===== config.mk =====
export PLATFORM = sky130hd
export DESIGN_NAME = mac_acc_ctrl_flat
export DESIGN_NICKNAME = d
export VERILOG_FILES = /design/src/rtl/mac_pkg.sv /design/src/rtl/mac_acc_ctrl_if.sv /design/src/rtl/RCA_16b.sv /design/src/rtl/mac_acc_ctrl.sv /design/src/flat_wrapper.sv
export SDC_FILE = /design/constraint.sdc
export NUM_CORES = 1
export LEC_CHECK = 0
export BUFFER_PORTS_ARGS = -buffer_cell sky130_fd_sc_hd__buf_2
export CAP_MARGIN = 10
export CORE_UTILIZATION = 49
export DETAILED_ROUTE_END_ITERATION = 6
export HOLD_SLACK_MARGIN = 0.06
export PLACE_DENSITY = 0.78
export RECOVER_POWER = 25
export SETUP_SLACK_MARGIN = 0.2
export SYNTH_ARGS = -nofsm -noshare
export SYNTH_HDL_FRONTEND = slang
export SYNTH_HIERARCHICAL = 1
export SYNTH_SLANG_ARGS = --single-unit

===== constraint.sdc =====
create_clock -name clk -period 14.35 [get_ports clk]
set_input_delay 0.7175 -clock clk [delete_from_list [all_inputs] [get_ports clk]]
set_output_delay 0.7175 -clock clk [all_outputs]
set_load 0.01 [all_outputs]

===== src/rtl/mac_pkg.sv =====
// Shared types and widths for the MAC accumulate stage.
package mac_pkg;

  localparam int unsigned DATA_W = 16;
  localparam int unsigned CNT_W  = 8;

  typedef enum logic [1:0] {
    IDLE = 2'd0,
    ACC  = 2'd1,
    DONE = 2'd2
  } acc_state_t;

endpackage


===== src/rtl/mac_acc_ctrl_if.sv =====
// Term stream, run control and result signals between the multiplier side and the accumulate controller.
interface mac_acc_ctrl_if;
  import mac_pkg::*;

  logic              start;
  logic [CNT_W-1:0]  len;
  logic              in_valid;
  logic [DATA_W-1:0] in_data;
  logic              in_ready;
  logic [DATA_W-1:0] acc_out;
  logic              ovf;
  logic              busy;
  logic              done;

  modport master (
    output start, len, in_valid, in_data,
    input  in_ready, acc_out, ovf, busy, done
  );

  modport slave (
    input  start, len, in_valid, in_data,
    output in_ready, acc_out, ovf, busy, done
  );

endinterface


===== src/rtl/RCA_16b.sv =====
// 16-bit ripple-carry adder, sum wraps modulo 2^16 with no carry-out.
module RCA_16b (
  input  logic [15:0] a_i,
  input  logic [15:0] b_i,
  output logic [15:0] sum_o
);

  logic carry;

  always_comb begin
    carry = 1'b0;
    sum_o = '0;
    for (int i = 0; i < 16; i++) begin
      sum_o[i] = a_i[i] ^ b_i[i] ^ carry;
      carry    = (a_i[i] & b_i[i]) | (carry & (a_i[i] ^ b_i[i]));
    end
  end

endmodule


===== src/rtl/mac_acc_ctrl.sv =====
// Accumulate-stage sequencer: sums len terms from a valid/ready stream through one shared adder,
// reports the wrapped sum, a sticky wrap flag and a one-cycle done pulse.
module mac_acc_ctrl
  import mac_pkg::*;
(
  input  logic           clk,
  input  logic           rst,
  mac_acc_ctrl_if.slave  bus
);

  acc_state_t        state_q, state_d;
  logic [DATA_W-1:0] acc_q, acc_d;
  logic [DATA_W-1:0] add_b, sum;
  logic [CNT_W-1:0]  cnt_q, cnt_d;
  logic [CNT_W-1:0]  len_q, len_d;
  logic              ovf_q, ovf_d;
  logic              in_ready_q, in_ready_d;
  logic              busy_q, busy_d;
  logic              done_q, done_d;
  logic              start_c, xfer_c, last_c;

  assign start_c = (state_q == IDLE) && bus.start;
  assign xfer_c  = in_ready_q && bus.in_valid;
  assign last_c  = (cnt_q == CNT_W'(len_q - CNT_W'(1)));

  // B operand only sees the stream while accumulating.
  assign add_b = (state_q == ACC) ? bus.in_data : '0;

  RCA_16b u_rca (
    .a_i   (acc_q),
    .b_i   (add_b),
    .sum_o (sum)
  );

  always_ff @(posedge clk) begin
    if (rst) begin
      state_q    <= IDLE;
      acc_q      <= '0;
      cnt_q      <= '0;
      len_q      <= '0;
      ovf_q      <= 1'b0;
      in_ready_q <= 1'b0;
      busy_q     <= 1'b0;
      done_q     <= 1'b0;
    end else begin
      state_q    <= state_d;
      acc_q      <= acc_d;
      cnt_q      <= cnt_d;
      len_q      <= len_d;
      ovf_q      <= ovf_d;
      in_ready_q <= in_ready_d;
      busy_q     <= busy_d;
      done_q     <= done_d;
    end
  end

  always_comb begin
    state_d = state_q;
    unique case (state_q)
      IDLE: if (start_c) state_d = (bus.len == '0) ? DONE : ACC;
      ACC:  if (xfer_c && last_c) state_d = DONE;
      DONE: state_d = IDLE;
      default: state_d = IDLE;
    endcase
  end

  // Flags are decoded from the next state so they register in step with it.
  always_comb begin
    in_ready_d = 1'b0;
    busy_d     = 1'b0;
    done_d     = 1'b0;
    unique case (state_d)
      ACC: begin
        in_ready_d = 1'b1;
        busy_d     = 1'b1;
      end
      DONE: begin
        busy_d = 1'b1;
        done_d = 1'b1;
      end
      default: ;
    endcase
  end

  // Wrap shows up as the registered sum dropping below the old accumulator.
  always_comb begin
    acc_d = acc_q;
    cnt_d = cnt_q;
    len_d = len_q;
    ovf_d = ovf_q;
    if (start_c) begin
      len_d = bus.len;
      acc_d = '0;
      cnt_d = '0;
      ovf_d = 1'b0;
    end else if (xfer_c) begin
      acc_d = sum;
      cnt_d = CNT_W'(cnt_q + CNT_W'(1));
      ovf_d = ovf_q | (sum < acc_q);
    end
  end

  assign bus.in_ready = in_ready_q;
  assign bus.busy     = busy_q;
  assign bus.done     = done_q;
  assign bus.acc_out  = acc_q;
  assign bus.ovf      = ovf_q;

endmodule


===== src/flat_wrapper.sv =====
// flat-port wrapper written by rule: the top's interface ports become plain ports
module mac_acc_ctrl_flat import mac_pkg::*;
  (clk, rst, bus_start, bus_len, bus_in_valid, bus_in_data, bus_in_ready, bus_acc_out, bus_ovf, bus_busy, bus_done);
  mac_acc_ctrl_if bus_i ();
  input  logic clk;
  input  logic rst;
  input wire logic [$bits(bus_i.start)-1:0] bus_start;
  input wire logic [$bits(bus_i.len)-1:0] bus_len;
  input wire logic [$bits(bus_i.in_valid)-1:0] bus_in_valid;
  input wire logic [$bits(bus_i.in_data)-1:0] bus_in_data;
  output wire logic [$bits(bus_i.in_ready)-1:0] bus_in_ready;
  output wire logic [$bits(bus_i.acc_out)-1:0] bus_acc_out;
  output wire logic [$bits(bus_i.ovf)-1:0] bus_ovf;
  output wire logic [$bits(bus_i.busy)-1:0] bus_busy;
  output wire logic [$bits(bus_i.done)-1:0] bus_done;
  assign bus_i.start = bus_start;
  assign bus_i.len = bus_len;
  assign bus_i.in_valid = bus_in_valid;
  assign bus_i.in_data = bus_in_data;
  assign bus_in_ready = bus_i.in_ready;
  assign bus_acc_out = bus_i.acc_out;
  assign bus_ovf = bus_i.ovf;
  assign bus_busy = bus_i.busy;
  assign bus_done = bus_i.done;
  mac_acc_ctrl u_core (.clk(clk), .rst(rst), .bus(bus_i));
endmodule

==> metrics.txt, run 1 <==
r2r worst-path depth 26; Top FF cell, synth dfxtp_1; initial detailed-routing violation count 93; crit path launch type flop; area of the multi-input gates 1600 sq um; Synth Net Count 362; Final Critical Period 7.99 ns; DIE AREA 5440 sq um; clock tree buffer depth 2; n_diodes 0; Layout Nets 402; antenna-violating nets left 0; HPWL Detailed 3900 um; mux cell area share after synthesis 0%; cts hold-fix bufs 0; H-tree Lvls 2; fmax 125 MHz; cell family with most CP delay adder cells; PwrDens 90.3 nW/um^2; synth unique cells 42; status finished clean; io pins 48; Routability Congestion 0.802; global-route wire length before repair 8820 um; number of synthesized flops with an enable pin 0; Min Hold Slack 0.479 ns; number of port buffers 47; Initial Utilization 52.0%; Lkg Pwr 1.26 nW; Std-Cell Rows 25; hold depth 2; Syn-to-layout area delta 15.5%; CTS Sinks 38; Reg area 761 sq um; Post-Syn Instances 300; Pins Over Slew Limit 0; Slew @ Worst Pin 1.06 ns; CP peak stage delay 0.42 ns; WP data arrival 8.14 ns; Hold Path Class flop to flop; main combinational cell family by area after synthesis simple AND/OR/NAND/NOR gates; CP required 14.50 ns; Tot GR Track Use 21.2%; TNS Setup 0 ns; Num CTS Buffers 5; Resized cells post-CTS 0; GR Overflow Total 0; fin crit share 55.7%; vias 2123; CTS tree built; Setup CP Type flop to flop; maximum vdd drop 0.0753 mV; Final Hold Viols 0; initial antenna violation count 0; clk slew on worst S/H paths 0.08 ns; Worst Setup End Kind flop; Simple-Gate Fraction of Synth Area 23.0%; RSZ-0062 raised after global routing false; # DRC 0; Worst Path Buf+Inv 2; Chip Height 73.8 um; Critical Path Stages 26; core area 4850 sq um; First-pass DRT Iterations 4; Seq/Total Area, Yosys 30.2%; via count of the first global-routing pass 1996; Avg WL per Cell 12.6 um; via density per instance 5.20; Syn Std Cell Area 2520 sq um; complex-gate fraction of the synthesized area 13.0%; Mean Syn Cell Area 8.41 sq um; yosys synthesis warning count 6; Slew headroom 29.5%; Final Setup Violations 0; Synth async-reset ratio 0%; largest net degree at the start of global routing 27; Synth Area in XOR/XNOR 6.50%; adder-cell area share of the yosys netlist 21.0%; CP dominant cell by count fa_1; setup bufs post-CTS 0; share of layout cells above drive strength 1 16.4%; clock latency on the worst-skew pair 0.30 ns; clk_skew 0.00479 ns; fillers 420; crit-path max FO 18; Die Wd 73.8 um; Yosys reg bits 38; crit path max-delay cell type fa_1; DRT Wirelength 5160 um; root buffer cell clkbuf_8; # Max-Cap Violations 0
==> worst register-to-register path: stages (launching register included) <==
cell and delay [ns]:
dfxtp_1 0.33, and2b_1 0.36, and2_1 0.25, ha_1 0.17
inv_1 0.06, fa_1 0.16, inv_1 0.05, fa_1 0.38
fa_1 0.40, fa_1 0.42, fa_1 0.41, fa_1 0.40
fa_1 0.39, fa_1 0.38, fa_1 0.39, fa_1 0.39
fa_1 0.39, fa_1 0.39, fa_1 0.39, fa_1 0.37
xor3_1 0.42, ha_1 0.31, nand4_1 0.13, nor3_1 0.21
nor4_1 0.07, o211ai_1 0.14, o22ai_1 0.10
==> placed cells by master (no fill, tap or decap), drive strengths merged, types with 2 or more instances in the layout <==
master  count
nand2      57
buf        41
dfxtp      38
a21oi      32
inv        27
ha         20
and2       18
nor2       16
fa         14
clkbuf     11
xor2        8
xnor2       8
nor3        5
nand4       5
nand2b      4
nor2b       4
a21o        3
o21ai       3
bufinv      2
a41oi       2
and3        2
or4         2
nor4        2
a211oi      2
o211ai      2
==> area by class of cell <==
| class | count | share of cell area [%] |
|---|---|---|
| Sequential cell | 38 | 26.1 |
| Multi-Input combinational cell | 221 | 55.0 |
| Tap cell | 67 | 2.88 |
| Clock buffer | 5 | 2.36 |
| Clock inverter | 3 | 2.36 |
| Timing Repair Buffer | 47 | 7.82 |
| Inverter | 27 | 3.48 |
==> where the power goes <==
part	internal, mW	total [mW]	switching [mW]
combinational	0.0185	0.0417	0.0232
clock	0.0697	0.110	0.0399
sequential	0.108	0.112	0.00355
==> state kept, by name, indices dropped and copies added (netlist names) <==
register,count
u_core/bus.acc_out,16
u_core/cnt_q,8
u_core/len_q,8
u_core/state_q,2
u_core/bus.busy,1
u_core/bus.done,1
u_core/bus.in_ready,1
u_core/bus.ovf,1
==> through the flow <==
step                instances  power [mW]  worst slack, ns  util [%]  area, sq um
CTS                       408       0.266             6.37      60.2         2920
detailed placement        400       0.156             6.38      57.4         2780
floorplan                 300       0.144             6.85         -         2520
global route              408       0.277             5.93      60.1         2910
global placement          400       0.154             6.47      57.4         2780
finish                    408       0.263             6.36      60.1         2910
==> routing by layer <==
metal | track usage (%) | vias up | routed length (um) | share of wire [%]
met5 | 0 | - | 0 | 0
met4 | 6.41 | 0 | 46 | 0.89
met3 | 4.66 | 4 | 265 | 5.1
met2 | 36.4 | 61 | 2540 | 49
met1 | 26.5 | 992 | 2310 | 45
li1 | - | 1066 | - | -
==> cells in the mapped netlist, types with 2 or more instances <==
master	instances	area (sq um)
nand2_1	56	210
dfxtp_1	38	761
a21oi_1	32	160
inv_1	27	101
ha_1	20	250
and2_1	18	113
nor2_1	15	56.3
fa_1	14	280
clkbuf_1	9	33.8
xnor2_1	8	70.1
xor2_1	8	70.1
buf_2	5	25.0
nand4_1	5	31.3
nor3_1	5	25.0
nand2b_1	4	25.0
nor2b_1	4	25.0
a21o_1	3	22.5
a41oi_1	2	17.5
and3_1	2	12.5
o21ai_0	2	10.0
or4_1	2	15.0
==> logic make-up (layout without fill, tap and decap cells) <==
kind of cell / count (synthesis) / after routing
and+or+nand+nor: 118 / 118
AOI/OAI and AO/OA: 52 / 52
buffers and inverters: 41 / 82
DFF: 38 / 38
adders and majority gates: 34 / 34
xor gates and xnor gates: 17 / 17
==> worst paths after layout <==
path,startpoint,end,slack [ns]
worst max-delay path,u_core/state_q[1],u_core/bus.ovf,6.36
worst min-delay path,u_core/len_q[7],u_core/len_q[7],0.48
worst max register to register,u_core/state_q[1],u_core/bus.ovf,6.36
worst min register to register,u_core/len_q[7],u_core/len_q[7],0.48
Power figures use the tool's default switching activity.
==> run 2, diff against run 1 <==
- clock period: 14.35 -> 8.2 ns (I/O delays scaled with it)
==> metrics.txt, run 2 (synthesized netlist as in run 1, its figures left out) <==
status finished clean; Critical R2R Capture u_core/bus.ovf; post-route worst setup slack 0.484 ns; Slew headroom 31.7%; Worst Setup End Kind flop; core area 4850 sq um; commonest non-fill, non-tap cells in the layout nand2_1 (56), dfxtp_1 (38), buf_2 (37); fin cells 411; Avg WL per Cell 13.0 um; commonest non-fill, non-tap cell in the layout nand2_1; initial detailed-routing violation count 82; Std-Cell Rows 25; share of layout cells above drive strength 1 17.2%; Die Wd 73.8 um; Final Hold Viols 0; io pins 48; global-route wire length before repair 8870 um; CTS Sinks 38; H-tree Lvls 2; crit-path max FO 10; CP startpoint u_core/state_q[1]; largest net degree at the start of global routing 27; First-pass DRT Iterations 4; Min-Delay Endpoint u_core/len_q[4]; R2R Setup Slk 0.48 ns; Lkg Pwr 1.23 nW; dpl ws 0.334 ns; CP required 8.35 ns; Post-Place Cells 401; HP Start bus_len[4]; # DRC 0; crit path launch type flop; RSZ-0062 raised after global routing false; via density per instance 5.10; DRT Wirelength 5350 um; Layout Nets 405; r2r worst-path depth 25; Slew @ Worst Pin 1.02 ns; Routability Congestion 0.868; Reg-to-Reg Start u_core/state_q[1]; clk_skew 0.00753 ns; Final Setup Violations 0; number of port buffers 47; cts hold-fix bufs 0; total design power 0.409 mW; Num CTS Buffers 5; hold depth 3; Min Hold Slack 0.352 ns; TNS Setup 0 ns; clk slew on worst S/H paths 0.08 ns; WP data arrival 7.86 ns; antenna-violating nets left 0; clock latency on the worst-skew pair 0.30 ns; # Max-Cap Violations 0; clock tree buffer depth 2; HPWL Detailed 3960 um; placed cell area 2790 sq um; initial antenna violation count 0; fin crit share 94.1%; fmax 130 MHz; via count of the first global-routing pass 1973; n_diodes 0; Hold Path Class input pin to flop; Final Critical Period 7.72 ns; vias 2097; Syn-to-layout area delta 15.3%; Final Util 60.0%; Tot GR Track Use 21.8%; PwrDens 141 nW/um^2; maximum vdd drop 0.127 mV; Pins Over Slew Limit 0; cell area after layout 2910 sq um; DIE AREA 5440 sq um; Largest register FFs 16; root buffer cell clkbuf_8; Chip Height 73.8 um; GR Overflow Total 0; CTS tree built; Setup CP Type flop to flop; Initial Utilization 52.0%
run 2: worst max path at each step:
stage                                 to  slack, ns  depth (start not counted)
after CTS                 u_core/bus.ovf       0.29                         26
after floorplan           u_core/bus.ovf       0.84                         26
after global routing      u_core/bus.ovf       0.15                         26
after detailed placement  u_core/bus.ovf       0.33                         26
final                     u_core/bus.ovf       0.48                         25
after global placement    u_core/bus.ovf       0.53                         26
run 2: area by class of cell:
type / count / area (sq um)
clock buffer: 6 / 82.6
clock inverter: 2 / 12.5
fill: 419 / 1940
inverter: 27 / 101
multi-input combinational: 221 / 1620
sequential: 38 / 761
tap: 67 / 83.8
timing repair buffer: 50 / 245
run 2: critical path, cell delays in order (launching register included):
cell	delay (ns)
dfxtp_1	0.33
and2b_2	0.27
and2_1	0.17
ha_1	0.17
inv_1	0.07
fa_1	0.17
inv_1	0.05
fa_1	0.40
fa_1	0.40
fa_1	0.39
fa_1	0.41
fa_1	0.40
fa_1	0.39
fa_1	0.39
fa_1	0.39
fa_1	0.40
fa_1	0.40
fa_1	0.42
fa_1	0.40
fa_1	0.38
xor3_2	0.28
ha_4	0.29
nand4_1	0.11
buf_4	0.16
a2111oi_2	0.21
o22ai_1	0.10
run 2: what timing repair did:
action                                  in CTS  in global routing
buffers inserted                             0                  2
endpoints found under the setup margin       0                  1
resized for setup                            0                  5
run 2: report_power, final:
part | switching, mW | internal [mW] | total, mW
Combinational | 0.0424 | 0.0354 | 0.0778
Clock | 0.0677 | 0.0675 | 0.135
Sequential | 0.00634 | 0.189 | 0.196
Total | 0.116 | 0.292 | 0.409
run 2: metal layers:
| layer | global-route usage [%] | vias up | wire length, um |
|---|---|---|---|
| met5 | 0 | - | 0 |
| met4 | 7.91 | 0 | 82 |
| met3 | 4.94 | 7 | 242 |
| met2 | 37.0 | 47 | 2620 |
| met1 | 27.0 | 973 | 2410 |
| li1 | - | 1070 | - |
